$ cat src/rtl/vga_dither_out.sv
// VGA output stage: recovers pixel position from the syncs and reduces IN_BITS colour to OUT_BITS with 4x4 Bayer dithering.
// Optional: define VGA_DITHER_OUT_BLANK_EN to force colour to 0 outside the H/V active window.

module vga_dither_lane #(
    parameter int IN_BITS  = 8,
    parameter int OUT_BITS = 4
) (
    input  logic [IN_BITS-1:0]  pix,
    input  logic [3:0]          d,
    output logic [OUT_BITS-1:0] q
);
    localparam int D = IN_BITS - OUT_BITS;

    generate
        if (D == 0) begin : g_pass
            logic unused_d;
            assign unused_d = ^d;
            assign q = pix;
        end else begin : g_dith
            logic [IN_BITS:0] t;
            logic [IN_BITS:0] s;
            logic             unused_lo;
            // Threshold is scaled so its 4 bits sit just below the kept MSBs.
            if (D >= 4) begin : g_shl
                assign t = (IN_BITS+1)'(d) << (D - 4);
            end else begin : g_shr
                assign t = (IN_BITS+1)'(d >> (4 - D));
            end
            assign s         = {1'b0, pix} + t;
            assign q         = s[IN_BITS] ? '1 : s[IN_BITS-1:D];
            assign unused_lo = ^s[D-1:0];
        end
    endgenerate
endmodule

module vga_dither_out #(
    parameter int IN_BITS         = 8,
    parameter int OUT_BITS        = 4,
    parameter int SYNC_ACTIVE_LOW = 1,
    parameter int H_BACK          = 48,
    parameter int H_ACTIVE        = 640,
    parameter int V_BACK          = 33,
    parameter int V_ACTIVE        = 480,
    parameter int XW              = 11,
    parameter int YW              = 10
) (
    input  logic                CLK_25MHZ,
    input  logic                RESET,
    input  logic                IN_HSYNC,
    input  logic                IN_VSYNC,
    input  logic [IN_BITS-1:0]  IN_RED,
    input  logic [IN_BITS-1:0]  IN_GREEN,
    input  logic [IN_BITS-1:0]  IN_BLUE,
    output logic                VGA_HSYNC,
    output logic                VGA_VSYNC,
    output logic [OUT_BITS-1:0] VGA_RED,
    output logic [OUT_BITS-1:0] VGA_GREEN,
    output logic [OUT_BITS-1:0] VGA_BLUE,
    output logic                FRAME_START
);
    localparam int   NUM_LANES = 3;
    localparam logic INACT     = (SYNC_ACTIVE_LOW != 0);

    localparam logic [3:0] BAYER [16] = '{
        4'd0,  4'd8,  4'd2,  4'd10,
        4'd12, 4'd4,  4'd14, 4'd6,
        4'd3,  4'd11, 4'd1,  4'd9,
        4'd15, 4'd7,  4'd13, 4'd5
    };

    typedef struct packed {
        logic                               hs;
        logic                               vs;
        logic                               fs;
        logic [NUM_LANES-1:0][IN_BITS-1:0]  rgb;
    } s1_t;

    s1_t                                s1;
    logic [XW-1:0]                      x;
    logic [YW-1:0]                      y;
    logic                               hedge;
    logic                               vedge;
    logic [3:0]                         d;
    logic [NUM_LANES-1:0][OUT_BITS-1:0] dith;
    logic [NUM_LANES-1:0][OUT_BITS-1:0] col;

    // Registered stage-1 syncs double as the previous-sync state, so x/y stay aligned with s1.
    assign hedge = (s1.hs != INACT) && (IN_HSYNC == INACT);
    assign vedge = (s1.vs != INACT) && (IN_VSYNC == INACT);

    always_ff @(posedge CLK_25MHZ) begin
        if (RESET) begin
            s1 <= '{hs: INACT, vs: INACT, fs: 1'b0, rgb: '0};
            x  <= '0;
            y  <= '0;
        end else begin
            s1.hs  <= IN_HSYNC;
            s1.vs  <= IN_VSYNC;
            s1.fs  <= vedge;
            s1.rgb <= {IN_BLUE, IN_GREEN, IN_RED};
            if (hedge)
                x <= '0;
            else if (!(&x))
                x <= x + 1'b1;
            if (vedge)
                y <= '0;
            else if (hedge && !(&y))
                y <= y + 1'b1;
        end
    end

    assign d = BAYER[{y[1:0], x[1:0]}];

    for (genvar i = 0; i < NUM_LANES; i++) begin : g_lane
        vga_dither_lane #(.IN_BITS(IN_BITS), .OUT_BITS(OUT_BITS)) u_lane (
            .pix (s1.rgb[i]),
            .d   (d),
            .q   (dith[i])
        );
    end

`ifdef VGA_DITHER_OUT_BLANK_EN
    localparam logic [XW:0] X_LO = (XW+1)'(H_BACK);
    localparam logic [XW:0] X_HI = (XW+1)'(H_BACK + H_ACTIVE);
    localparam logic [YW:0] Y_LO = (YW+1)'(V_BACK);
    localparam logic [YW:0] Y_HI = (YW+1)'(V_BACK + V_ACTIVE);
    logic in_win;
    assign in_win = ({1'b0, x} >= X_LO) && ({1'b0, x} < X_HI) &&
                    ({1'b0, y} >= Y_LO) && ({1'b0, y} < Y_HI);
    assign col = in_win ? dith : '0;
`else
    assign col = dith;
`endif

    always_ff @(posedge CLK_25MHZ) begin
        if (RESET) begin
            VGA_HSYNC   <= INACT;
            VGA_VSYNC   <= INACT;
            VGA_RED     <= '0;
            VGA_GREEN   <= '0;
            VGA_BLUE    <= '0;
            FRAME_START <= 1'b0;
        end else begin
            VGA_HSYNC   <= s1.hs;
            VGA_VSYNC   <= s1.vs;
            VGA_RED     <= col[0];
            VGA_GREEN   <= col[1];
            VGA_BLUE    <= col[2];
            FRAME_START <= s1.fs;
        end
    end
endmodule

$ cat config.mk
export PLATFORM = sky130hd
export DESIGN_NAME = vga_dither_out
export DESIGN_NICKNAME = d
export VERILOG_FILES = /design/src/rtl/vga_dither_out.sv
export SDC_FILE = /design/constraint.sdc
export NUM_CORES = 1
export LEC_CHECK = 0
export ABC_AREA = 0
export CAP_MARGIN = 20
export CORE_MARGIN = 2
export CORE_UTILIZATION = 39
export CTS_CLUSTER_SIZE = 20
export DETAILED_ROUTE_END_ITERATION = 8
export HOLD_SLACK_MARGIN = 0.05
export MAX_ROUTING_LAYER = met4
export PLACE_DENSITY = 0.59
export SETUP_SLACK_MARGIN = 0.1
export SLEW_MARGIN = 15
export SYNTH_ARGS = -nofsm -noshare
export SYNTH_HDL_FRONTEND = slang
export SYNTH_SLANG_ARGS = --single-unit
$ cat constraint.sdc
create_clock -name CLK_25MHZ -period 5 [get_ports CLK_25MHZ]
set_input_delay 0.5 -clock CLK_25MHZ [delete_from_list [all_inputs] [get_ports CLK_25MHZ]]
set_output_delay 0.5 -clock CLK_25MHZ [all_outputs]
set_load 0.02 [all_outputs]
# ---- After elaboration in Yosys (flattened, before gate mapping)
# Memories as Yosys holds them, arrays and structs flattened.
# Index checks and enable logic that the tools add are counted.
dict set report classes {
  add_sub_neg 5
  n_lt_le_gt_ge 1
  mux 5
  bitwise_logic 3
  n_reduce_logical 8
}
# operator count
set ops {}
lappend ops {{adder 8 x 4 -> 9 bit} 3}
lappend ops {{two-way mux 4 bit} 5}
lappend ops {{adder 11 x 1 -> 11 bit, second input constant} 1}
lappend ops {{AND reduction 11 bit} 1}
lappend ops {{adder 10 x 1 -> 10 bit, second input constant} 1}
lappend ops {{AND reduction 10 bit} 1}
lappend ops {{>= comparator 5 bit, second input constant} 1}
lappend ops {{inverter 4 -> 5 bit} 1}
lappend ops {{OR reduction 2 bit} 2}
lappend ops {{logical AND 1 bit} 3}
lappend ops {{inverter 1 bit} 2}
lappend ops {{logical NOT 1 bit} 1}
dict set report totals {
  ff_bits 63
  romBits 64
  in_bits 28
  output_inout_bits 15
  word_cells 37
  mem_count 1
}
# memory words width read_ports rd_ports_with_merged_regs wr line_no
set memory_table {}
lappend memory_table {{(name not given)} 16 4 1 0 0 112} ;# assign d = BAYER[{y[1:0], x[1:0]}];

# ---- Depth between registers and ports, before layout
dict set report depth {
  depth_word 6
  depth_mapped 6
  depth_no_buf 6
}

# ---- Cells and area by module
# A second synthesis with hierarchy kept.
dict set report unflattened {
  hier_cells 270
  area_unflattened_um2 2668.8
}
# module instances cells_each area_each_um2 seq_area_each_um2
set by_module_without_submodules {}
lappend by_module_without_submodules {vga_dither_out 1 210 2188.3 1261.2}
lappend by_module_without_submodules {vga_dither_lane 3 20 160.2 0.0}

# ---- Least setup slack after synthesis
# OpenSTA, ideal clock, no wires.
dict set report synth_timing {
  kind {reg-to-reg}
  start {register y[0]}
  end {register VGA_BLUE[2]}
  setup_ps 132
  arrival_time_ps 1659
  required_time_ps 4868
  setup_slack_ps 3209
  path_stages_with_launch 7
  n_path_buf 0
  period_less_slack_ps 1791
  cell_sequence {dfxtp_1 > xor2_1 > ha_1 > nor3_1 > a211oi_2 > and4bb_2 > nor3_1}
}
dict set report synth_via {
  elab_chain_len 6
}
# element line_no
set synth_rtl {}
lappend synth_rtl {{start: declaration} 80} ;# logic [YW-1:0] y;
lappend synth_rtl {{start signal: assignment} 108} ;# y <= y + 1'b1;
lappend synth_rtl {{inverter 4 -> 5 bit (implied by the code)} 112}
lappend synth_rtl {{memory (16 x 4 bit)} n/a}
lappend synth_rtl {{two-way mux 4 bit (implied by the code) (2 in series)} 112}
lappend synth_rtl {{adder 8 x 4 -> 9 bit} 29} ;# assign s = {1'b0, pix} + t;
lappend synth_rtl {{two-way mux 4 bit} 30} ;# assign q = s[IN_BITS] ? '1 : s[IN_BITS-1:D];
lappend synth_rtl {{end signal: assignment} 148} ;# VGA_BLUE <= col[2];
lappend synth_rtl {{end: declaration} 58} ;# output logic [OUT_BITS-1:0] VGA_BLUE,
# No other way between the ends. The select of a mux whose other input is x is not followed.
# A chain may end at the register's enable or synchronous reset.

# ---- Worst setup path after layout
dict set report layout_timing {
  start {register y[0]}
  end {register VGA_RED[2]}
}
dict set report layout_via {
  elab_chain_len 6
}
# element line_no
set layout_rtl {}
lappend layout_rtl {{inverter 4 -> 5 bit (implied by the code)} 112}
lappend layout_rtl {{memory (16 x 4 bit)} n/a}
lappend layout_rtl {{two-way mux 4 bit (implied by the code) (2 in series)} 112}
lappend layout_rtl {{adder 8 x 4 -> 9 bit} 29}
lappend layout_rtl {{two-way mux 4 bit} 30}
lappend layout_rtl {{end signal: assignment} 146} ;# VGA_RED <= col[0];
lappend layout_rtl {{end: declaration} 56} ;# output logic [OUT_BITS-1:0] VGA_RED,
# No other way between the ends. The select of a mux whose other input is x is not followed.

==> results.md <==
* Post-synthesis cell type count at 41
* Via count at 1916
* Nets at 339
* Synthesized flop and latch total at 63
* Starting density of the core at 40.27%
* CP Max Fanout at 8
* Pre-antenna DRT Iters at 4
* Setup TNS Final at 0 ns
* CP endpoint kind: flip-flop
* PostCTS Resize Cnt at 0
* Clock power frac at 38.6%
* IR drop worst, VDD at 0.1563 mV
* Bufs on Longest Clock Path at 2
* Power density cells at 317.7 nW/um2
* H-Tree Depth at 3
* Gpl congestion at 0.7597
* DR iter-0 viols at 38
* Post-Syn Area at 2542 um2
* Startpoint type of the worst setup path: flip-flop
* Fraction of registers with async set/reset at 0%
* Combinational Power Share at 8.9%
* Crit-path cells: xor2_1 > ha_1 > nor3_1 > a211oi_2 > and4bb_2 > nor3_1
* Final hold vios at 0
* Reg-to-reg slack, setup at 2.78 ns
* Layout Skew at 0.005854 ns
* Max cap viols at 0
* Site row count at 29
* Switching share of power at 23.90%
* CP max-delay cell: dfxtp_1
* # port buffers at 42
* Total die area at 7181 um2
* Hold Path Stages at 1
* Critical Path AT at 2.41 ns
* Seq/Total Area, Yosys at 49.61%
* First-pass GRT wire length at 7755 um
* Endpoints failing setup at 0
* CP Data Required Time at 5.20 ns
* Fraction of layout instances using a drive strength above 1 at 10.82%
* Largest cells by area after synthesis: dfxtp_1 50%, nor2b_1 6.6%, ha_1 5.4%
* CP bufs+invs at 0
* Status: finished clean
* Die X-Extent at 84.74 um
* Syn nets at 293
* Skew-Pair Late Insertion Delay at 0.34 ns
* CTS tree: done
* Number of global-route vias before repair at 1725
* Final-report max-slew violation count at 0
* Largest net degree at the start of global routing at 27
* Yosys Warn Count at 0
* Fin crit share at 44.37%
* Core area at 6314 um2
* P_int at 0.7757 mW
* Clk slew on worst S/H paths at 0.07 ns
* DRC at 0
* Unrepaired setup endpoints after global routing: no
* Levels on crit path at 6
* CTS Sinks at 63
* Cell area after layout at 3208 um2
* DR WL/cell at 12.21 um
* Area leader, netlist: dfxtp_1
* Overall Power at 1.019 mW
* Cell mode on critical path: nor3_1
* Root buffer cell: clkbuf_8
* Critical path's largest stage delay at 0.58 ns
* Total wire length at 4664 um
* Hold Path Class: flip-flop to flip-flop
* Max Fclk at 0.4507 GHz
* Switching pwr at 0.2436 mW
* Synthesized area per cell at 10.01 um2
* Synth Instances at 254
* Hold Buf Count CTS at 0
* Sequential share of power at 52.5%
* GR Overflow Total at 0
* CP Class: flip-flop to flip-flop
* Ant. Diodes at 0
* Yosys top cell area share at 49.61%
* Crit path time final at 2.219 ns
* Total GRT Usage at 14.29%
* Rel. slew slack at 53.98%
* DP HPWL at 3341 um
* CP delay by family, top: flip-flops
* Leak at 1.224 nW
* IO Pins at 43
* Post-DP Area at 3032 um2
* ANT nets after route at 0
* Reg2Reg Depth at 6
* P&R area growth vs syn at 26.18%
* Drt via density at 5.016
* CTS Buf Count at 9
* Die height at 84.74 um
* Post-synth top flop: dfxtp_1
* Tightest Pin Transition at 0.6881 ns
* Initial antenna violation count at 0
* Post-CTS Setup Repair Bufs at 0
* Number of flops mapped to enable cells by yosys at 0
## registers in the layout (all words and copies together) (netlist names)
name         count
FRAME_START      1
VGA_BLUE         4
VGA_GREEN        4
VGA_HSYNC        1
VGA_RED          4
VGA_VSYNC        1
s1              27
x               11
y               10
## Yosys cell counts (2+ instances only)
| library cell | count |
|---|---|
| a211oi_1 | 4 |
| a211oi_2 | 2 |
| a21oi_1 | 19 |
| a31oi_1 | 6 |
| a41oi_1 | 5 |
| and3_1 | 3 |
| and4_1 | 3 |
| and4b_1 | 2 |
| and4bb_2 | 3 |
| clkbuf_1 | 6 |
| dfxtp_1 | 63 |
| ha_1 | 11 |
| inv_1 | 5 |
| nand2_1 | 8 |
| nand3_1 | 13 |
| nand4_1 | 4 |
| nand4_4 | 2 |
| nor2_1 | 17 |
| nor2b_1 | 27 |
| nor3_1 | 13 |
| o21ai_0 | 4 |
| o31ai_1 | 2 |
| or2_2 | 5 |
| or3_1 | 2 |
| or4_1 | 2 |
| xnor2_1 | 3 |
| xor2_1 | 6 |
## area by class of cell
class                   instances  area (um2)
clock buffers                  13       158.9
clock inverters                 3       17.52
fillers                       631        3105
inverters                       5       18.77
multi-input cells             178        1227
flip-flops and latches         63        1261
well taps                      77       96.34
repair buffers                 43       427.9
## worst paths after layout
kind,from,to
max,y[0]$_SDFFE_PP0P_,VGA_RED[2]$_SDFF_PP0_
min,s1[24]$_SDFF_PP0_,FRAME_START$_SDFF_PP0_
max reg2reg,y[0]$_SDFFE_PP0P_,VGA_RED[2]$_SDFF_PP0_
min reg2reg,s1[24]$_SDFF_PP0_,FRAME_START$_SDFF_PP0_
## layer usage
metal  wire length [um]  track usage (%)  up-vias
met2               2179            21.33       31
li1                   -                -     1011
met5                  0                -        -
met4                103            8.225        0
met3                163            3.638       12
met1               2218            17.46      862
## power groups by stage
stage	Clock, mW	Combinational (mW)	Sequential, mW
global placement	0	0.0904	0.546
detailed placement	0	0.0918	0.546
floorplan	0	0.0457	0.549
global route	0.430	0.101	0.537
finish	0.394	0.0904	0.535
CTS	0.407	0.0921	0.535
## stage by stage
step | cells | util, % | setup slack [ns] | hold WS (ns)
CTS | 382 | 50.81 | 2.785 | 0.4539
detailed placement | 366 | 48.02 | 2.771 | 0.4422
floorplan | 254 | - | 3.209 | 0.4138
global placement | 366 | 48.02 | 2.795 | 0.4349
global route | 382 | 50.81 | 2.643 | 0.4706
finish | 382 | 50.81 | 2.781 | 0.4539
## cells by family (layout without fill, tap and decap cells)
family / Yosys count / count (layout) / share of synthesized area [%]
adders and majority gates: 11 / 11 / 5.413
muxes: 1 / 1 / 0.3937
AOI/OAI and AO/OA: 48 / 48 / 13.04
xor gates and xnor gates: 9 / 9 / 3.101
and+or+nand+nor: 109 / 109 / 26.33
buffers and inverters: 13 / 64 / 2.116
DFF: 63 / 63 / 49.61
## cells in the final DEF, fill, tap and decap left out, types with 5 or more instances in the layout
master           synthesis  layout
or2_2                    5       5
nand3_1                 13      13
nor2b_1                 27      27
a31oi_1                  6       6
clkbuf_8                 0      11
xor2_1                   6       6
inv_1                    5       5
nor2_1                  17      17
nor3_1                  13      13
clkdlybuf4s50_1          0      42
dfxtp_1                 63      63
a41oi_1                  5       5
nand2_1                  8       8
a21oi_1                 19      19
ha_1                    11      11
No activity file was read; power rests on OpenSTA's default activity.
